`src/rtl/fetch_unit_if.sv`:
```
// Fetch-stage bus: redirect/stall controls from decode, hazard unit and CP0,
// the instruction-ROM port, and the F/D pipeline register outputs.
interface fetch_unit_if;
    logic        stall_F;
    logic        pc_mux_sel;
    logic [31:0] npc_in;
    logic        branch_in_d;
    logic        if_eret;
    logic        exc_req;
    logic [31:0] imem_addr;
    logic [31:0] imem_rdata;
    logic [31:0] instr_d;
    logic [31:0] pc_d;
    logic [31:0] pc4_d;
    logic [4:0]  exc_code_d;
    logic        bd_d;

    modport master (
        input  stall_F, pc_mux_sel, npc_in, branch_in_d, if_eret, exc_req, imem_rdata,
        output imem_addr, instr_d, pc_d, pc4_d, exc_code_d, bd_d
    );

    modport slave (
        output stall_F, pc_mux_sel, npc_in, branch_in_d, if_eret, exc_req, imem_rdata,
        input  imem_addr, instr_d, pc_d, pc4_d, exc_code_d, bd_d
    );
endinterface

```
`src/rtl/fetch_unit.sv`:
```
// P7 MIPS fetch stage: PC register, redirect priority and F/D register.
// Define FETCH_ADEL_EN to tag misaligned / out-of-range fetches with AdEL (code 4).
module fetch_unit #(
    parameter logic [31:0] RESET_PC   = 32'h0000_3000,
    parameter logic [31:0] EXC_VECTOR = 32'h0000_4180,
    parameter logic [31:0] IMEM_LO    = 32'h0000_3000,
    parameter logic [31:0] IMEM_HI    = 32'h0000_4FFC
) (
    input logic          clk,
    input logic          reset,
    fetch_unit_if.master bus
);
`ifdef FETCH_ADEL_EN
    localparam bit ADEL_EN = 1'b1;
`else
    localparam bit ADEL_EN = 1'b0;
`endif

    logic [31:0] pc;
    logic [31:0] pc4;
    logic        adel;
    logic [31:0] instr_q;
    logic [31:0] pc_q;
    logic [31:0] pc4_q;
    logic [4:0]  exc_q;
    logic        bd_q;

    assign pc4  = pc + 32'd4;
    // With checking disabled this folds to constant 0, so exc_code_d is tied low.
    assign adel = ADEL_EN && ((pc[1:0] != 2'b00) || (pc < IMEM_LO) || (pc > IMEM_HI));

    assign bus.imem_addr  = pc;
    assign bus.instr_d    = instr_q;
    assign bus.pc_d       = pc_q;
    assign bus.pc4_d      = pc4_q;
    assign bus.exc_code_d = exc_q;
    assign bus.bd_d       = bd_q;

    always_ff @(posedge clk or negedge reset) begin
        if (!reset) begin
            pc      <= RESET_PC;
            instr_q <= 32'h0;
            pc_q    <= 32'h0;
            pc4_q   <= 32'h0;
            exc_q   <= 5'd0;
            bd_q    <= 1'b0;
        end else if (bus.exc_req) begin
            pc      <= EXC_VECTOR;
            instr_q <= 32'h0;
            pc_q    <= pc;
            pc4_q   <= pc4;
            exc_q   <= 5'd0;
            bd_q    <= 1'b0;
        end else if (bus.stall_F) begin
            // Hold everything; decode re-issues any redirect once the stall drops.
        end else if (bus.if_eret) begin
            pc      <= bus.npc_in;
            instr_q <= 32'h0;
            pc_q    <= pc;
            pc4_q   <= pc4;
            exc_q   <= 5'd0;
            bd_q    <= 1'b0;
        end else begin
            pc      <= bus.pc_mux_sel ? bus.npc_in : pc4;
            instr_q <= adel ? 32'h0 : bus.imem_rdata;
            pc_q    <= pc;
            pc4_q   <= pc4;
            exc_q   <= adel ? 5'd4 : 5'd0;
            bd_q    <= bus.branch_in_d;
        end
    end
endmodule

```
`src/flat_wrapper.sv`:
```
// flat-port wrapper written by rule: the top's interface ports become plain ports
module fetch_unit_flat 
#(
    parameter logic [31:0] RESET_PC   = 32'h0000_3000,
    parameter logic [31:0] EXC_VECTOR = 32'h0000_4180,
    parameter logic [31:0] IMEM_LO    = 32'h0000_3000,
    parameter logic [31:0] IMEM_HI    = 32'h0000_4FFC
)
  (clk, reset, bus_stall_F, bus_pc_mux_sel, bus_npc_in, bus_branch_in_d, bus_if_eret, bus_exc_req, bus_imem_rdata, bus_imem_addr, bus_instr_d, bus_pc_d, bus_pc4_d, bus_exc_code_d, bus_bd_d);
  fetch_unit_if bus_i ();
  input logic clk;
  input logic reset;
  input wire logic [$bits(bus_i.stall_F)-1:0] bus_stall_F;
  input wire logic [$bits(bus_i.pc_mux_sel)-1:0] bus_pc_mux_sel;
  input wire logic [$bits(bus_i.npc_in)-1:0] bus_npc_in;
  input wire logic [$bits(bus_i.branch_in_d)-1:0] bus_branch_in_d;
  input wire logic [$bits(bus_i.if_eret)-1:0] bus_if_eret;
  input wire logic [$bits(bus_i.exc_req)-1:0] bus_exc_req;
  input wire logic [$bits(bus_i.imem_rdata)-1:0] bus_imem_rdata;
  output wire logic [$bits(bus_i.imem_addr)-1:0] bus_imem_addr;
  output wire logic [$bits(bus_i.instr_d)-1:0] bus_instr_d;
  output wire logic [$bits(bus_i.pc_d)-1:0] bus_pc_d;
  output wire logic [$bits(bus_i.pc4_d)-1:0] bus_pc4_d;
  output wire logic [$bits(bus_i.exc_code_d)-1:0] bus_exc_code_d;
  output wire logic [$bits(bus_i.bd_d)-1:0] bus_bd_d;
  assign bus_i.stall_F = bus_stall_F;
  assign bus_i.pc_mux_sel = bus_pc_mux_sel;
  assign bus_i.npc_in = bus_npc_in;
  assign bus_i.branch_in_d = bus_branch_in_d;
  assign bus_i.if_eret = bus_if_eret;
  assign bus_i.exc_req = bus_exc_req;
  assign bus_i.imem_rdata = bus_imem_rdata;
  assign bus_imem_addr = bus_i.imem_addr;
  assign bus_instr_d = bus_i.instr_d;
  assign bus_pc_d = bus_i.pc_d;
  assign bus_pc4_d = bus_i.pc4_d;
  assign bus_exc_code_d = bus_i.exc_code_d;
  assign bus_bd_d = bus_i.bd_d;
  fetch_unit #(.RESET_PC(RESET_PC), .EXC_VECTOR(EXC_VECTOR), .IMEM_LO(IMEM_LO), .IMEM_HI(IMEM_HI)) u_core (.clk(clk), .reset(reset), .bus(bus_i));
endmodule
```
`config.mk`:
```
export PLATFORM = sky130hd
export DESIGN_NAME = fetch_unit_flat
export DESIGN_NICKNAME = d
export VERILOG_FILES = /design/src/rtl/fetch_unit_if.sv /design/src/rtl/fetch_unit.sv /design/src/flat_wrapper.sv
export SDC_FILE = /design/constraint.sdc
export NUM_CORES = 1
export LEC_CHECK = 0
export ABC_AREA = 0
export CORE_MARGIN = 2
export CORE_UTILIZATION = 51
export CTS_BUF_LIST = sky130_fd_sc_hd__clkbuf_8
export CTS_CLUSTER_SIZE = 25
export DETAILED_ROUTE_END_ITERATION = 10
export HOLD_SLACK_MARGIN = 0.05
export PLACE_DENSITY = 0.92
export SYNTH_ARGS = -nofsm -noshare
export SYNTH_HDL_FRONTEND = slang
export SYNTH_SLANG_ARGS = --single-unit
export TNS_END_PERCENT = 10
```
`constraint.sdc`:
```
create_clock -name clk -period 3.64 [get_ports clk]
set_input_delay 0.364 -clock clk [delete_from_list [all_inputs] [get_ports clk]]
set_output_delay 0.364 -clock clk [all_outputs]
set_load 0.05 [all_outputs]
```
==> reports/qor.yml <==
core-area_mm2: 0.0115
grt_overflow: 0
syn_avg_cell_area_um2: 9.40
maxCapViolations: 0
antenna_left: 0
fin_crit_ns: 2.70
drt_first_pass_iters: 5
fmax_mhz: 371
fillers: 795
final_util_pct: 73.8
synth.distinct_cells: 51
grt_max_degree: 114
slew_headroom_pct: 31.0
port_buffers: 199
htreeDepth: 4
antenna_found_initial: 0
r2r_setup_slack_ns: 0.94
worstSetupPathType: "flip-flop to flip-flop"
grtUsageTotal_pct: 28.2
clk_pin_slew_ns: 0.07
rsz0062_at_grt: "no"
drc: 0
critPathTopFamily: "simple AND/OR/NAND/NOR gates"
first_iter_violations: 495
clk_path_buf_depth: 2
layout_common_cells: "198 x clkdlybuf4s50_1, 143 x nand2_1, 125 x dfrtp_1, 44 x o21ai_0, 37 x a22o_1"
cpMaxStageDelayCell: "dfrtp_1"
layout_commonest_cell: "clkdlybuf4s50_1"
cts_tree: "yes"
worst_pin_slew_ns: 1.03
synth_flop_cell: "dfrtp_1"
gp_congestion: 0.863
critPathMaxFanout: 8
cts-resized-gates: 0
nets: 888
synth_area_mm2: 0.00603
async_reset_ff_share_pct: 100
start_kind: "flip-flop"
die_w_um: 113
maxSlewViolCount: 0
drive_gt1_share_pct: 7.96
wl_per_cell_um: 18.3
post_cts.repair.setup_buffers: 0
clock_skew_ns: 0.0108
syn_to_final_growth_pct: 40.3
routed_wl_um: 17800
clock_latency_ns: 0.45
ir_drop_v: 0.000384
worstPathRequired_ns: 4.01
synth_cells: 642
min_path_type: "input port to async pin"
cts_root_buf: "clkbuf_8"
grt_pass1_vias: 5655
setup_violations: 0
cts_made_buffers: 17
num_rows: 39
finalCritPeriodShare_pct: 74.1
crit_chain: "ha_1 > nand4_1 > or2_2 > nor4_4 > mux2_2 > a21oi_1"
worstPathArrival_ns: 3.07
grt_pass1_wl_um: 28500
status: "finished clean"
ys_seq_elements: 127
start_util_pct: 52.6
clock_sinks: 127
num_vias: 5570
path_buf_inv: 0
crit_path_max_incr_delay_ns: 0.52
power.density_mw_per_mm2: 433
antenna_cells: 0
worst_hold_slack_ns: 0.0656
dp_hpwl_um: 12600
design.die.area_mm2: 0.0127
yosysSeqAreaShare_pct: 52.7
pin_count: 205
synth-edff-count: 0
cts_hold_buf: 0
p_leak_nw: 3.62
die_h_um: 113
hold_viol: 0
vias_per_cell: 5.73
setup-tns-final_ns: 0
cp-end-kind: "flip-flop"
ys_warn_count: 0
-- through the flow --
stage               std cells  total power [mW]  cell area (µm²)  setup slack (ns)
floorplan                 646              2.09             6050              1.07
global placement          940              2.42             8060              1.12
detailed placement        940              2.44             8060              1.01
CTS                       972              3.69             8470              1.01
global route              972              3.80             8470             0.900
finish                    972              3.67             8470             0.941
-- sequential cells by signal (all words and copies together), names as in the netlist --
name                  flops
u_core.bus.imem_addr     32
u_core.bus.instr_d       32
u_core.bus.pc4_d         32
u_core.bus.pc_d          30
u_core.bus.bd_d           1
-- logic make-up after synthesis --
family,share of synthesized area (%)
AOI/OAI and AO/OA,16.5
xor gates and xnor gates,4.06
adders and majority gates,0.207
buffers and inverters,5.12
DFF,52.7
muxes,0.933
other,0.0621
and+or+nand+nor,20.4
-- synth_stat cells, types with 5 or more instances --
library cell	count	area (µm²)
a21oi_1	31	155
a22o_1	37	324
a31oi_1	10	62.6
and3_1	7	43.8
buf_2	6	30.0
buf_4	9	67.6
clkbuf_1	41	154
dfrtp_1	125	3130
inv_1	10	37.5
mux2_2	5	56.3
nand2_1	143	537
nand3_1	18	90.1
nand4_1	12	75.1
nor2_1	34	128
nor3_1	10	50.1
nor4_4	5	106
o21ai_0	44	220
o22ai_1	5	31.3
or3_1	5	31.3
xnor2_1	21	184
xor2_1	7	61.3
-- routing by layer --
metal | global-route usage (%) | share of wire (%) | up-vias
met5 | 0 | 0 | -
met4 | 11.4 | 2.2 | 0
met3 | 8.84 | 9.3 | 37
met2 | 46.0 | 48 | 298
met1 | 35.2 | 40 | 2680
li1 | - | - | 2555
-- worst register-to-register path, stage by stage, from the launching register on --
cell	delay, ns
dfrtp_1	0.52
ha_1	0.34
nand4_1	0.42
or2_2	0.50
nor4_4	0.33
mux2_2	0.37
a21oi_1	0.14
-- where the power goes --
group	leakage, nW	switching (mW)	internal (mW)
clock	0.216	0.548	0.702
sequential	1.67	0.0857	1.50
combinational	1.74	0.541	0.292
total	3.62	1.17	2.49
-- final timing paths --
check / start / endpoint / cells past startpoint
min: reset / u_core.bus.instr_d[9] / 1
max in group asynchronous: reset / u_core.bus.instr_d[27] / 2
max: u_core.bus.imem_addr[2] / u_core.bus.imem_addr[30] / 6
min in group clk: bus_npc_in[0] / u_core.bus.imem_addr[0] / 3
max reg2reg: u_core.bus.imem_addr[2] / u_core.bus.imem_addr[30] / 6
min reg2reg: u_core.bus.pc_d[12] / u_core.bus.pc_d[12] / 2
-- layout make-up --
cell class	instances	area, µm²	area share, %
multi-input combinational	448	2570	30.4
tap	143	179	2.11
clock buffer	19	262	3.09
inverter	10	37.5	0.443
clock inverter	13	145	1.71
sequential	127	3180	37.6
timing repair buffer	212	2090	24.7
(Power assumes the default switching activity.)
